$ cat config.mk
export PLATFORM = sky130hd
export DESIGN_NAME = phy_tx_arbiter
export DESIGN_NICKNAME = d
export VERILOG_FILES = /design/src/rtl/phy_tx_arbiter.sv
export SDC_FILE = /design/constraint.sdc
export NUM_CORES = 1
export LEC_CHECK = 0
export CAP_MARGIN = 0
export CORE_MARGIN = 1
export CORE_UTILIZATION = 35
export CTS_CLUSTER_SIZE = 40
export DETAILED_ROUTE_END_ITERATION = 7
export GPL_TIMING_DRIVEN = 0
export HOLD_SLACK_MARGIN = 0.06
export SLEW_MARGIN = 15
export SYNTH_ARGS = -nofsm -noshare
export SYNTH_HDL_FRONTEND = slang
export SYNTH_SLANG_ARGS = --single-unit
$ cat constraint.sdc
create_clock -name pcie_clk -period 1.9 [get_ports pcie_clk]
set_input_delay 0.19 -clock pcie_clk [delete_from_list [all_inputs] [get_ports pcie_clk]]
set_output_delay 0.19 -clock pcie_clk [all_outputs]
set_load 0.03 [all_outputs]
$ cat src/rtl/phy_tx_arbiter.sv
// Frame-level round-robin arbiter sharing the PHY TX FIFO write port between two sources.
// Latency: 1 cycle from accepted source byte to phy_din/phy_wr_en; grant 1 cycle after request in IDLE.
// Backpressure: phy_full drops source ready combinationally; abort terminator waits while phy_full.
module phy_tx_arbiter #(
  parameter int IFG_CYCLES = 12,
  parameter int MAX_LEN    = 1600
) (
  input  logic        pcie_clk,
  input  logic        sys_rst_n,
  input  logic        s0_req,
  input  logic        s1_req,
  output logic        s0_gnt,
  output logic        s1_gnt,
  input  logic [8:0]  s0_din,
  input  logic [8:0]  s1_din,
  input  logic        s0_wr_en,
  input  logic        s1_wr_en,
  input  logic        s0_last,
  input  logic        s1_last,
  output logic        s0_ready,
  output logic        s1_ready,
  output logic [8:0]  phy_din,
  output logic        phy_wr_en,
  input  logic        phy_full,
  output logic [15:0] frm_cnt0,
  output logic [15:0] frm_cnt1,
  output logic [7:0]  abort_cnt,
  output logic        busy
);

  localparam logic [1:0] ARB_IDLE  = 2'd0;
  localparam logic [1:0] ARB_XFER  = 2'd1;
  localparam logic [1:0] ARB_ABORT = 2'd2;
  localparam logic [1:0] ARB_GAP   = 2'd3;

  localparam int              GW       = (IFG_CYCLES > 2) ? $clog2(IFG_CYCLES) : 1;
  localparam logic [GW-1:0]   GAP_LOAD = GW'(IFG_CYCLES - 1);
  localparam logic [10:0]     LEN_LAST = 11'(MAX_LEN - 1);

  logic [1:0]    state;
  logic          sel;      // source currently owning the port (1 = s1)
  logic          prio;     // source favoured on the next contended grant
  logic [10:0]   len;
  logic [GW-1:0] gap_cnt;

  logic       in_xfer;
  logic       sel_req;
  logic       sel_wr_en;
  logic       sel_last;
  logic       sel_ready;
  logic [8:0] sel_din;
  logic       accept;
  logic       frame_done;
  logic       abort_wr;
  logic       pick_s1;

  assign in_xfer  = (state == ARB_XFER);
  assign s0_ready = s0_gnt & in_xfer & ~phy_full;
  assign s1_ready = s1_gnt & in_xfer & ~phy_full;
  assign busy     = (state != ARB_IDLE);

  // Mux the granted source and derive the per-cycle transfer events.
  always_comb begin
    sel_req    = sel ? s1_req   : s0_req;
    sel_wr_en  = sel ? s1_wr_en : s0_wr_en;
    sel_last   = sel ? s1_last  : s0_last;
    sel_ready  = sel ? s1_ready : s0_ready;
    sel_din    = sel ? s1_din   : s0_din;
    accept     = in_xfer & sel_wr_en & sel_ready;
    frame_done = accept & sel_last;
    abort_wr   = (state == ARB_ABORT) & ~phy_full;
    pick_s1    = s1_req & (~s0_req | prio);
  end

  // Arbitration FSM: grant, length tracking, abort detection and inter-frame gap.
  always_ff @(posedge pcie_clk or negedge sys_rst_n) begin
    if (!sys_rst_n) begin
      state   <= ARB_IDLE;
      s0_gnt  <= 1'b0;
      s1_gnt  <= 1'b0;
      sel     <= 1'b0;
      prio    <= 1'b0;
      len     <= '0;
      gap_cnt <= '0;
    end else begin
      case (state)
        ARB_IDLE: begin
          len <= '0;
          if (s0_req | s1_req) begin
            sel    <= pick_s1;
            s0_gnt <= ~pick_s1;
            s1_gnt <= pick_s1;
            state  <= ARB_XFER;
          end
        end
        ARB_XFER: begin
          if (accept) begin
            len <= len + 11'd1;
          end
          if (frame_done) begin
            s0_gnt  <= 1'b0;
            s1_gnt  <= 1'b0;
            prio    <= ~sel;
            gap_cnt <= GAP_LOAD;
            state   <= ARB_GAP;
          end else if ((accept && (len == LEN_LAST)) || !sel_req) begin
            // Overlength or source walked away mid-frame: terminate it ourselves.
            s0_gnt <= 1'b0;
            s1_gnt <= 1'b0;
            state  <= ARB_ABORT;
          end
        end
        ARB_ABORT: begin
          if (!phy_full) begin
            prio    <= ~sel;
            gap_cnt <= GAP_LOAD;
            state   <= ARB_GAP;
          end
        end
        default: begin
          if (gap_cnt == '0) begin
            state <= ARB_IDLE;
          end else begin
            gap_cnt <= gap_cnt - 1'b1;
          end
        end
      endcase
    end
  end

  // PHY write port: forward accepted bytes, or the tx_en=0 terminator on abort.
  always_ff @(posedge pcie_clk or negedge sys_rst_n) begin
    if (!sys_rst_n) begin
      phy_din   <= '0;
      phy_wr_en <= 1'b0;
    end else begin
      phy_wr_en <= 1'b0;
      if (accept) begin
        phy_din   <= sel_din;
        phy_wr_en <= 1'b1;
      end else if (abort_wr) begin
        phy_din   <= 9'h000;
        phy_wr_en <= 1'b1;
      end
    end
  end

  // Status counters: completed frames wrap, aborts saturate.
  always_ff @(posedge pcie_clk or negedge sys_rst_n) begin
    if (!sys_rst_n) begin
      frm_cnt0  <= '0;
      frm_cnt1  <= '0;
      abort_cnt <= '0;
    end else begin
      if (frame_done && !sel) begin
        frm_cnt0 <= frm_cnt0 + 16'd1;
      end
      if (frame_done && sel) begin
        frm_cnt1 <= frm_cnt1 + 16'd1;
      end
      if (abort_wr && (abort_cnt != 8'hFF)) begin
        abort_cnt <= abort_cnt + 8'd1;
      end
    end
  end

endmodule
==> flow_summary.toml, run 1 <==
[sta]
hold_viol = 0
finalCritPeriodShare = 1.018
worst_slew_pin_slew_ns = 0.6523
maxSlewViolCount = 0
max-slew-margin-rel = 0.5635
fmax_mhz = 517.1
finalSetupTns_ns = -0.03379
fin_skew_ns = 0.007041
setup_violations = 1
fin_crit_ns = 1.934
rsz0062_at_grt = "true"
fin_hold_ws_ns = 0.2546
worst_slack_ns = -0.03379

[placed_design]
portBuffers = 81
dp.final_hpwl_mm = 5.433
pre_cts_ws_ns = -0.2299
routabilityCongestion = 0.8336

[synthesis]
yosys.cell_count.top_type = "dfrtp_1"
yosys_warnings = 0
synthesis.area_um2 = 3496
synth_top_cells_by_count = "dfrtp_1, nand2_1, xnor2_1, nand3_1, nor2_1"
synth_ff_type = "dfrtp_1"
netlist_instances = 326
ys_ff_latch = 71
synth_nets = 363
yosysTopAreaCell = "dfrtp_1"
synth-async-reset-ratio = 1.000
synth_cell_types = 46
postSynthAreaPerCell_um2 = 10.72
synth_edf_count = 0
yosysSeqAreaShare = 0.5082
synth_area_leaders = "dfrtp_1, xnor2_1, nand3_1"
yosysTopAreaCellShare = 0.5082

[job]
drv_cap = 0

[route]
drt_iter0_markers = 160
wl_mm = 7.714
wl_per_cell_um = 13.49
via_per_inst = 4.871
post-route-drc-count = 0
drtPass1Iterations = 6
ant_nets = 0
vias = 2786

[clock_network]
cts_max_path_buffers = 2
htreeDepth = 3
cts_buffers = 9
cts-root-buf = "clkbuf_8"
insertion_delay_ns = 0.34
clkSlewWorstSetupHoldPaths_ns = 0.08
tritoncts = "built"
cts.sinks = 71

[power_and_ir_drop]
power_density_nw_per_um2 = 1105
power_w = 0.005424
p_leak_nw = 2.228
ir_drop_mv = 0.8233

[global_route]
grt_pass1_vias = 2679
gr-total-overflow = 0
grt_usage = 0.1580
grt_antenna_before_repair = 0
grt_max_degree = 57
grt_first_pass_wirelength_mm = 12.75

[layout]
drive_above_1_share = 0.1458
fin_util = 0.5046
area_growth_pct = 40.44
n_antenna_cell = 0
nets = 471

[setup_path]
rrSetupSlack_ns = -0.03
cp.required_ns = 2.13
critical_path.max_stage_delay_ns = 0.44
critPathKind = "flip-flop to flip-flop"
rr_startpoint = "state[0]"
worstReg2RegEnd = "state[0]"
worstPathMaxFanout = 5
end_kind = "flip-flop"
worst_setup_path_start_kind = "flip-flop"
r2r_cells = 6
cp.arrival_ns = 2.17
cp_slowest_cell = "dfrtp_1"
worstPathCellList = "ha_4 > and3b_2 > a32oi_4 > o211ai_2 > nand4_1 > mux2_4"

[die]
fp.dieW_um = 101.9
coreArea_um2 = 9729
core.rowCount = 36
start_util = 0.3593
die-area_um2 = 10390
die_h_um = 101.9
io_pins = 82

[min_path]
hp-class = "input port to async pin"

[run_status]
status = "finished, violations left"
violations = "setup timing"
## stage by stage
step,area [um2],instances
floorplan,3506,326
global placement,4483,540
detailed placement,4508,541
CTS,4813,564
global route,4910,572
finish,4910,572
## flip-flops by register name (all words and copies together) (netlist names), 2 cells and up
name       flops
len           11
frm_cnt0      16
state          2
phy_din        9
abort_cnt      8
frm_cnt1      16
gap_cnt        4
## logic make-up (layout without fill, tap and decap cells)
logic type / after synthesis / in the layout / share of synthesized area
mux: 13 / 13 / 0.03830
fa+ha+maj: 10 / 10 / 0.03579
compound gates: 39 / 39 / 0.07982
flops: 71 / 71 / 0.5082
xor+xnor: 46 / 46 / 0.1152
simple gates: 127 / 127 / 0.1990
buf+inv: 20 / 133 / 0.02362
## where the power goes
group | internal [W] | switching, W | total, W
sequential | 0.00173 | 0.000202 | 0.00194
clock | 0.000776 | 0.000582 | 0.00136
combinational | 0.000952 | 0.00118 | 0.00213
## repair_timing
| action | in CTS | in global routing |
|---|---|---|
| endpoints found under the hold margin | 71 | 0 |
| pin swaps | 7 | 5 |
| buffers inserted | 7 | 8 |
| endpoints found under the setup margin | 43 | 38 |
| hold buffers | 1 | 0 |
| resized for setup | 17 | 11 |
## per-layer routing
layer	routed length (um)	global-route usage	up-vias	part of all wire
li1	-	-	1376	-
met1	3676	0.2196	1337	0.48
met2	3560	0.2401	67	0.46
met3	418	0.04378	6	0.054
met4	59	0.04835	0	0.0076
met5	0	0	-	0
## cell usage in the layout, fill, tap and decap left out, types with 9 or more instances in the layout
master / Yosys / final
dfrtp_1: 71 / 71
xnor2_1: 32 / 32
mux2i_1: 10 / 10
o21ai_0: 14 / 14
nand4_1: 14 / 14
inv_1: 10 / 9
and3_1: 11 / 10
buf_4: 0 / 18
clkbuf_8: 0 / 10
nand3_1: 29 / 28
xor2_1: 14 / 14
nor2_1: 18 / 17
nand2_1: 32 / 32
clkdlybuf4s50_1: 0 / 77
## final cells by class
type,instances,area (um2)
Multi-Input combinational cell,235,1699
Inverter,11,42.54
Buffer,8,46.29
Tap cell,133,166.4
Sequential cell,71,1777
Clock buffer,11,141.4
Clock inverter,5,81.33
Timing Repair Buffer,98,955.9
Fill cell,917,4820
## how the worst max path moves through the flow
stage                    from            to  slack, ns  cells past startpoint
floorplan            state[0]      state[0]      0.003                      6
global placement    sys_rst_n  abort_cnt[4]      -1.95                      1
detailed placement   phy_full      state[0]      -0.23                      7
CTS                  state[0]      state[0]      -0.04                      6
global route         state[0]      state[0]      -0.08                      6
finish               state[0]      state[0]      -0.03                      6
## critical path, delay by kind of cell (launching register included)
| family | cells | cell delay, ns |
|---|---|---|
| AND/OR/NAND/NOR | 2 | 0.41 |
| AO/OA/AOI/OAI | 2 | 0.48 |
| flip-flops | 1 | 0.44 |
| multiplexers | 1 | 0.31 |
| adder cells (fa/ha/maj) | 1 | 0.18 |
Power figures use the tool's default switching activity.
==> run 2, diff against run 1 <==
--- a/config.mk
+++ b/config.mk
@@ -7,11 +7,13 @@
 export LEC_CHECK = 0
 export CAP_MARGIN = 0
 export CORE_MARGIN = 1
-export CORE_UTILIZATION = 35
-export CTS_CLUSTER_SIZE = 40
+export CORE_UTILIZATION = 45
+export CTS_BUF_LIST = sky130_fd_sc_hd__clkbuf_4
+export CTS_CLUSTER_SIZE = 14
 export DETAILED_ROUTE_END_ITERATION = 7
 export GPL_TIMING_DRIVEN = 0
 export HOLD_SLACK_MARGIN = 0.06
+export PLACE_DENSITY = 0.76
 export SLEW_MARGIN = 15
 export SYNTH_ARGS = -nofsm -noshare
 export SYNTH_HDL_FRONTEND = slang
==> run 2 against run 1 <==
Compared with the run above: the flow still finishes with violations (setup timing); global-route usage grew 4.5 points; routed wire length grew 2.1%; maximum frequency is essentially flat; worst setup slack is essentially flat; die area shrank 22%; hold slack lost 0.039 ns; first-iteration DRC count shrank 46%; largest cell class unchanged; largest power group unchanged.
==> flow_summary.toml, run 2 (synthesis gave the netlist of run 1 again) <==
[power_and_ir_drop]
ir_drop_mv = 1.156
p_leak_nw = 2.185
power_density_nw_per_um2 = 1077

[sta]
rsz0062_at_grt = "true"
worst_slew_pin_slew_ns = 0.6116
finalCritPeriodShare = 1.018
maxSlewViolCount = 0
hold_viol = 0
fin_hold_ws_ns = 0.2153
fin_crit_ns = 1.934
fin_skew_ns = 0.01278
setup_violations = 4
max-slew-margin-rel = 0.5907
worst_slack_ns = -0.03407
fmax_mhz = 517.0

[route]
wl_per_cell_um = 14.69
wl_mm = 7.873
via_per_inst = 5.332
drt_iter0_markers = 87
post-route-drc-count = 0
vias = 2858
drtPass1Iterations = 4
ant_nets = 0

[placed_design]
detailed_place.area_um2 = 4458
routabilityCongestion = 0.8204
dp.final_hpwl_mm = 5.502
portBuffers = 81

[layout]
fillCellCount = 592
layout_commonest_cell = "clkdlybuf4s50_1"
drive_above_1_share = 0.1396
reg_top3 = "frm_cnt0: 16 flops, frm_cnt1: 16 flops, len: 11 flops"
nets = 469
design_area_um2 = 4763
area_growth_pct = 36.26
layout_common_cells = "clkdlybuf4s50_1, dfrtp_1, nand2_1, xnor2_1, nand3_1"
n_antenna_cell = 0

[die]
core.rowCount = 31
start_util = 0.4744
coreArea_um2 = 7370
die_h_um = 90.14
io_pins = 82
die-area_um2 = 8125
fp.dieW_um = 90.14

[global_route]
grt_util_met2 = 0.3136
grt_util_met1 = 0.2787
grt_max_degree = 43
grt_first_pass_wirelength_mm = 13.14
grt_pass1_vias = 2708
grt_usage = 0.2034
grt_antenna_before_repair = 0
gr-total-overflow = 0
use_met3 = 0.05584
top_usage_layer = "met2"

[clock_network]
cts.sinks = 71
cts_max_path_buffers = 2
cts-root-buf = "clkbuf_4"
cts_buffers = 9
tritoncts = "built"
clkSlewWorstSetupHoldPaths_ns = 0.12
insertion_delay_ns = 0.42
htreeDepth = 3

[setup_path]
rr_startpoint = "state[0]"
r2r_cells = 6
end_kind = "flip-flop"
cp.arrival_ns = 2.25
worstReg2RegEnd = "gap_cnt[2]"
cp.required_ns = 2.22
critPathKind = "flip-flop to flip-flop"
worstPathMaxFanout = 7
rrSetupSlack_ns = -0.03
worst_setup_path_start_kind = "flip-flop"

[run_status]
status = "finished, violations left"
violations = "setup timing"

[min_path]
hp-class = "input port to async pin"

[job]
drv_cap = 0
-- run 2: cell types whose count changed in the layout (fill, tap and decap cells not counted), moves of 2 or more --
cell and delta:
clkbuf_4 +10, clkbuf_8 -10, buf_2 +2, buf_4 -2, clkdlybuf4s15_1 -2
-- run 2: metrics by stage --
step	total power (W)	utilization	setup TNS, ns	cells	setup WS, ns
3_3_place_gp	0.003821	0.6025	-130.92	506	-1.774
5_1_grt	0.005416	0.6464	-0.8591	536	-0.09883
2_1_floorplan	0.003204	-	0	326	0.003414
3_5_place_dp	0.003875	0.6049	-6.868	507	-0.2593
6_report	0.005131	0.6464	-0.08056	536	-0.03407
4_1_cts	0.005073	0.6375	-0.01858	529	-0.01141
-- run 2: worst max-delay path, cell delays in order, from the launching register on --
cell and delay (ns):
dfrtp_1 0.46, ha_4 0.19, and3b_2 0.27, a32oi_4 0.27
o21ai_2 0.18, and3_1 0.21, a41o_1 0.24
-- run 2: power by group --
group	switching [W]	internal (W)	total (W)
registers	0.000207	0.00173	0.00194
logic	0.00120	0.000910	0.00210
clock network	0.000543	0.000544	0.00109
-- run 2: how the worst max path moves through the flow --
stage	start	to	slack (ns)	cells after the start
global placement	sys_rst_n	phy_din[2]	-1.77	1
detailed placement	phy_full	state[0]	-0.26	7
finish	state[0]	gap_cnt[2]	-0.03	6
CTS	state[0]	state[0]	-0.01	6
floorplan	state[0]	state[0]	0.003	6
global route	state[1]	gap_cnt[2]	-0.1	7
-- run 2: routing by layer --
layer  vias to the layer above  share of wire  wire [um]
li1                       1365              -          -
met1                      1401           0.45       3514
met2                        80           0.49       3863
met3                        12          0.048        381
met4                         0          0.014        114
met5                         -              0          0
-- run 2: final cells by class --
class | count | area (um2) | area share
buffer | 8 | 40.04 | 0.008406
clock buffer | 10 | 75.07 | 0.01576
clock inverter | 6 | 85.08 | 0.01786
inverter | 11 | 46.29 | 0.009719
multi-input combinational | 235 | 1687 | 0.3541
sequential | 71 | 1777 | 0.3730
tap | 99 | 123.9 | 0.02600
timing repair buffer | 96 | 929.6 | 0.1952
-- run 2: repair_timing --
item                       in CTS  in global routing
hold endpoints to repair       66                  0
buffers inserted                6                  7
hold buffers                    1                  0
setup endpoints to repair      43                 41
pin swaps                       7                  4
resized for setup              24                  8
